## src/rtl/seg_io_pkg.sv

```systemverilog
// Shared types for the switch/button input interface and its command handshake.
// Used by switch_button_input_interface (optional build macro: SWITCH_CMD_EN).
package seg_io_pkg;

  localparam logic BLK1 = 1'b0;
  localparam logic BLK2 = 1'b1;

  typedef enum logic [0:0] {
    IDLE    = 1'b0,
    PENDING = 1'b1
  } cmd_state_e;

  typedef struct packed {
    logic wr_blk;
    logic rd_blk;
  } blk_cmd_t;

endpackage

```

## src/rtl/input_debouncer.sv

```systemverilog
// Synchronizer chain followed by a stable-level debouncer for one raw board input.
// The level follows the input only after DEBOUNCE_CYCLES consecutive differing samples.
module input_debouncer #(
  parameter int DEBOUNCE_CYCLES = 1_000_000,
  parameter int SYNC_STAGES     = 2
) (
  input  logic clock,
  input  logic reset_n,
  input  logic i_raw,
  output logic o_q
);

  localparam int CW = (DEBOUNCE_CYCLES > 2) ? $clog2(DEBOUNCE_CYCLES) : 1;
  localparam logic [CW-1:0] TC = CW'(DEBOUNCE_CYCLES - 1);

  logic [SYNC_STAGES-1:0] r_sync;
  logic [CW-1:0]          r_cnt;
  logic                   r_q;
  logic                   w_s;

  assign w_s = r_sync[SYNC_STAGES-1];
  assign o_q = r_q;

  always_ff @(posedge clock) begin
    if (!reset_n) begin
      r_sync <= '0;
      r_cnt  <= '0;
      r_q    <= 1'b0;
    end else begin
      r_sync <= {r_sync[SYNC_STAGES-2:0], i_raw};
      // any sample equal to the held level restarts the qualification window
      if (w_s == r_q) begin
        r_cnt <= '0;
      end else if (r_cnt == TC) begin
        r_q   <= w_s;
        r_cnt <= '0;
      end else begin
        r_cnt <= r_cnt + CW'(1);
      end
    end
  end

endmodule

```

## src/rtl/switch_button_input_interface.sv

```systemverilog
// Debounced block-select switches and commit button feeding a valid/ready command port.
// Build macro SWITCH_CMD_EN: a debounced select change also issues a command.
//   state   | meaning
//   IDLE    | no command outstanding, cmd_valid low
//   PENDING | captured command held on cmd_* until cmd_ready
module switch_button_input_interface
  import seg_io_pkg::*;
#(
  parameter int DEBOUNCE_CYCLES = 1_000_000,
  parameter int SYNC_STAGES     = 2
) (
  input  logic clock,
  input  logic reset_n,
  input  logic switch0,
  input  logic switch1,
  input  logic button,
  output logic wr_blk_sel,
  output logic rd_blk_sel,
  output logic sel_changed,
  output logic cmd_valid,
  input  logic cmd_ready,
  output logic cmd_wr_blk,
  output logic cmd_rd_blk,
  output logic cmd_dropped
);

  logic       w_wr_q;
  logic       w_rd_q;
  logic       w_btn_q;
  logic       w_rise;
  logic       w_sel_change;
  logic       w_event;
  logic       r_wr_d;
  logic       r_rd_d;
  logic       r_btn_d;
  logic       r_dropped;
  cmd_state_e r_state;
  blk_cmd_t   r_cmd;

  input_debouncer #(.DEBOUNCE_CYCLES(DEBOUNCE_CYCLES), .SYNC_STAGES(SYNC_STAGES)) u_deb_wr (
    .clock(clock), .reset_n(reset_n), .i_raw(switch0), .o_q(w_wr_q)
  );

  input_debouncer #(.DEBOUNCE_CYCLES(DEBOUNCE_CYCLES), .SYNC_STAGES(SYNC_STAGES)) u_deb_rd (
    .clock(clock), .reset_n(reset_n), .i_raw(switch1), .o_q(w_rd_q)
  );

  input_debouncer #(.DEBOUNCE_CYCLES(DEBOUNCE_CYCLES), .SYNC_STAGES(SYNC_STAGES)) u_deb_btn (
    .clock(clock), .reset_n(reset_n), .i_raw(button), .o_q(w_btn_q)
  );

  assign w_rise       = w_btn_q & ~r_btn_d;
  assign w_sel_change = (w_wr_q ^ r_wr_d) | (w_rd_q ^ r_rd_d);

`ifdef SWITCH_CMD_EN
  assign w_event = w_rise | w_sel_change;
`else
  assign w_event = w_rise;
`endif

  always_ff @(posedge clock) begin
    if (!reset_n) begin
      r_wr_d    <= 1'b0;
      r_rd_d    <= 1'b0;
      r_btn_d   <= 1'b0;
      r_dropped <= 1'b0;
      r_state   <= IDLE;
      r_cmd     <= '{wr_blk: BLK1, rd_blk: BLK1};
    end else begin
      r_wr_d    <= w_wr_q;
      r_rd_d    <= w_rd_q;
      r_btn_d   <= w_btn_q;
      r_dropped <= 1'b0;
      case (r_state)
        IDLE: begin
          if (w_event) begin
            r_cmd   <= '{wr_blk: w_wr_q, rd_blk: w_rd_q};
            r_state <= PENDING;
          end
        end
        PENDING: begin
          // accept and re-capture in one cycle keeps cmd_valid high
          if (cmd_ready) begin
            if (w_event) begin
              r_cmd <= '{wr_blk: w_wr_q, rd_blk: w_rd_q};
            end else begin
              r_state <= IDLE;
            end
          end else if (w_event) begin
            r_dropped <= 1'b1;
          end
        end
        default: r_state <= IDLE;
      endcase
    end
  end

  assign wr_blk_sel  = w_wr_q;
  assign rd_blk_sel  = w_rd_q;
  assign sel_changed = w_sel_change;
  assign cmd_valid   = (r_state == PENDING);
  assign cmd_wr_blk  = r_cmd.wr_blk;
  assign cmd_rd_blk  = r_cmd.rd_blk;
  assign cmd_dropped = r_dropped;

endmodule

```

## config.mk

```make
export PLATFORM = sky130hd
export DESIGN_NAME = switch_button_input_interface
export DESIGN_NICKNAME = d
export VERILOG_FILES = /design/src/rtl/seg_io_pkg.sv /design/src/rtl/input_debouncer.sv /design/src/rtl/switch_button_input_interface.sv
export SDC_FILE = /design/constraint.sdc
export NUM_CORES = 1
export LEC_CHECK = 0
export BUFFER_PORTS_ARGS = -buffer_cell sky130_fd_sc_hd__buf_4
export CAP_MARGIN = 20
export CORE_ASPECT_RATIO = 0.7
export CORE_MARGIN = 2
export CORE_UTILIZATION = 50
export CTS_BUF_LIST = sky130_fd_sc_hd__clkbuf_8
export DETAILED_ROUTE_END_ITERATION = 8
export PLACE_DENSITY = 0.67
export SETUP_SLACK_MARGIN = 0.02
export SLEW_MARGIN = 20
export SYNTH_ARGS = -nofsm -noshare
export SYNTH_HDL_FRONTEND = slang
export SYNTH_SLANG_ARGS = --single-unit
```

## constraint.sdc

```tcl
create_clock -name clock -period 4.65 [get_ports clock]
set_input_delay 0.2325 -clock clock [delete_from_list [all_inputs] [get_ports clock]]
set_output_delay 0.2325 -clock clock [all_outputs]
set_load 0.05 [all_outputs]
```

==> results.toml <==
[placement]
placed_cells = 437
port_buffers = 12
pre_cts_ws_ps = 2550
dpl.hpwl_um = 4130
gp_congestion = 0.791

[die]
initial_utilization_pct = 51.9
ios = 13
fp.dieH_um = 71.5
coreArea_sq_mm = 0.00628
design.die.area_sq_mm = 0.00719
rows = 24
die_x_um = 100

[synth]
ys_ff_latch = 76
yosysWarnings = 0
synth_area_leaders = "dfxtp_1, xor2_1, nor2_1"
synth_edf_count = 0
synthCells = 358
synth_fp_nets = 367
synth_flop_cell = "dfxtp_1"
netlist_area_sq_mm = 0.00326
yosysMostFrequentCell = "dfxtp_1"
ys_seq_area_share_pct = 46.7
syn_area_per_cell_sq_um = 9.10
async_flop_share_pct = 0
yosys.area.top_type = "dfxtp_1"
synth_top_area_share_pct = 46.7
ys_top_cells_by_count = "dfxtp_1, nor2_1, xor2_1, a21oi_1, nand3_1"
synth.distinct_cells = 34

[global_route]
grt_usage_pct = 18.5
antenna_found_initial = 0
grt_max_degree = 20
grt_pass1_wl_um = 10500
grt-ovfl-total = 0
first_global_vias = 2246

[clocking]
cts.htree.levels = 3
path_clk_slew_ps = 80
cts_num_sinks = 76
cts_hold_buffers = 0
clockBufferDepth = 2
cts_tree = "done"
insertion_delay_ps = 340
cts_resized = 0
numCtsBuffers = 9
cts_setup_buffers = 0
cts_root_buffer = "clkbuf_8"

[detailed_routing]
drt_iter0_drc = 110
routed_wl_um = 6080
vias = 2506
route.detailed.drc = 0
viasPerCell = 5.53
final_antenna_net_count = 0
first_pass_iters = 4
wl_per_cell_um = 13.4

[timing]
timing.fmax_mhz = 481
worstMarginPinSlew_ps = 861
fin_crit_ps = 2080
setup_viol = 0
relSlewSlack_pct = 42.5
rsz0062_at_grt = "false"
finClkSkew_ps = 4.55
layout_setup_ws_ps = 2570
final_hold_viol_count = 0
period_share_pct = 44.7
drv_slew = 0
worst_hold_slack_ps = 92.3
tns_ps = 0

[finish]
fin_cells = 453
seqCellArea_sq_mm = 0.00152
multiInputGateArea_sq_mm = 0.00164
drive_gt1_share_pct = 9.33
fin_util_pct = 57.4
syn2layout_area_growth_pct = 10.6
fillers = 563
antenna_cells = 0
final_nets = 379

[critical_path]
worst-r2r-setup-slack_ps = 2570
cp-start-kind = "flop"
cp_max_fo = 19
reg2reg_to = "u_deb_btn.r_cnt[11]"
r2r_start = "u_deb_btn.r_cnt[0]"
crit_type = "flop to flop"
critPathRequiredTime_ps = 4850
crit_chain = "ha_1 > nand3_2 > or2_2 > o211ai_2 > nor2_1"
cp.arrival_ps = 2280
crit_family = "simple AND/OR/NAND/NOR gates"
path_buf_inv = 0
critPathMaxStageDelay_ps = 660
slowest_stage = "o211ai_2"
cp-end-kind = "flop"
rr_worst_depth = 5

[worst_hold_path]
hold_start = "switch0"
min_path_type = "input pin to flop"
holdPathEnd = "u_deb_wr.r_sync[0]"
min_path_cells = 2

[power]
peakVddDrop_mv = 0.247
powerDensity_mw_per_mm2 = 331
leakage_nw = 1.20

[flow_run]
drv_cap = 0

[outcome]
status = "finished clean"
cell families after synthesis:
| kind of cell | synth area share, % |
|---|---|
| xor gates and xnor gates | 10.5 |
| and+or+nand+nor | 28.4 |
| buffers and inverters | 3.07 |
| DFF | 46.7 |
| muxes | 0.615 |
| adders and majority gates | 1.15 |
| AOI/OAI and AO/OA | 9.60 |
worst reg2reg max path: stages, from the launching register on:
cell      delay [ps]
dfxtp_1          390
ha_1             220
nand3_2          160
or2_2            380
o211ai_2         660
nor2_1           130
registers in the layout, indices dropped and copies added, names as in the netlist:
register / flops
cmd_dropped: 1
cmd_rd_blk: 1
cmd_valid: 1
cmd_wr_blk: 1
r_btn_d: 1
r_rd_d: 1
r_wr_d: 1
u_deb_btn.o_q: 1
u_deb_btn.r_cnt: 20
u_deb_btn.r_sync: 2
u_deb_rd.o_q: 1
u_deb_rd.r_cnt: 20
u_deb_rd.r_sync: 2
u_deb_wr.o_q: 1
u_deb_wr.r_cnt: 20
u_deb_wr.r_sync: 2
placed cells by master, fill, tap and decap left out, types with 2 or more instances in the layout:
cell and count:
o21ai_0 10, and2_1 13, nor4b_1 5, inv_1 13, nand3_1 18, xor2_1 22
o31ai_1 10, clkbuf_8 11, or4_1 10, mux2i_1 2, or3_1 12, ha_1 3
nand4_1 12, dfxtp_1 76, a21oi_1 21, o21a_1 6, clkinvlp_4 2, nand2_1 16
xnor2_1 17, nand2b_1 3, o211ai_2 3, and3_1 9, nand3_2 2, nor2_1 40
nor4_1 4, nor3b_1 3, and4_1 5, nand4b_1 3, buf_4 12, nor3_1 5
layer usage:
layer  up-vias  GRT usage, %  routed length (um)
li1       1296             -                   -
met1      1147          27.1                3290
met2        50          25.4                2420
met3        13          5.46                 241
met4         0          8.07                 132
met5         -             0                   0
per-stage QoR:
stage	area, sq um	total power, W
3_3_place_gp	3390	0.000684
4_1_cts	3600	0.00120
3_5_place_dp	3390	0.000685
6_report	3600	0.00119
5_1_grt	3600	0.00123
2_1_floorplan	3260	0.000680
worst max path at each step:
stage / start / to / depth (start not counted)
finish: u_deb_btn.r_cnt[0] / u_deb_btn.r_cnt[11] / 5
global route: u_deb_btn.r_cnt[0] / u_deb_btn.r_cnt[15] / 5
CTS: u_deb_btn.r_cnt[0] / u_deb_btn.r_cnt[11] / 5
detailed placement: u_deb_btn.r_cnt[0] / u_deb_btn.r_cnt[11] / 5
global placement: u_deb_btn.r_cnt[0] / u_deb_btn.r_cnt[5] / 5
floorplan: u_deb_btn.r_cnt[0] / u_deb_btn.r_cnt[10] / 7
cell type report:
cell class	count	area share [%]
clock inverters	5	1.63
repair buffers	12	2.50
well taps	78	2.71
clock buffers	11	4.20
inverters	13	1.35
multi-input cells	258	45.4
flip-flops and latches	76	42.2
where the power goes:
part           switching [W]  leakage (nW)  internal, W
clock network       0.000245         0.102     0.000278
logic             0.00000862         0.485   0.00000555
registers         0.00000166         0.613     0.000653
total               0.000255          1.20     0.000937
(Power assumes the default switching activity.)
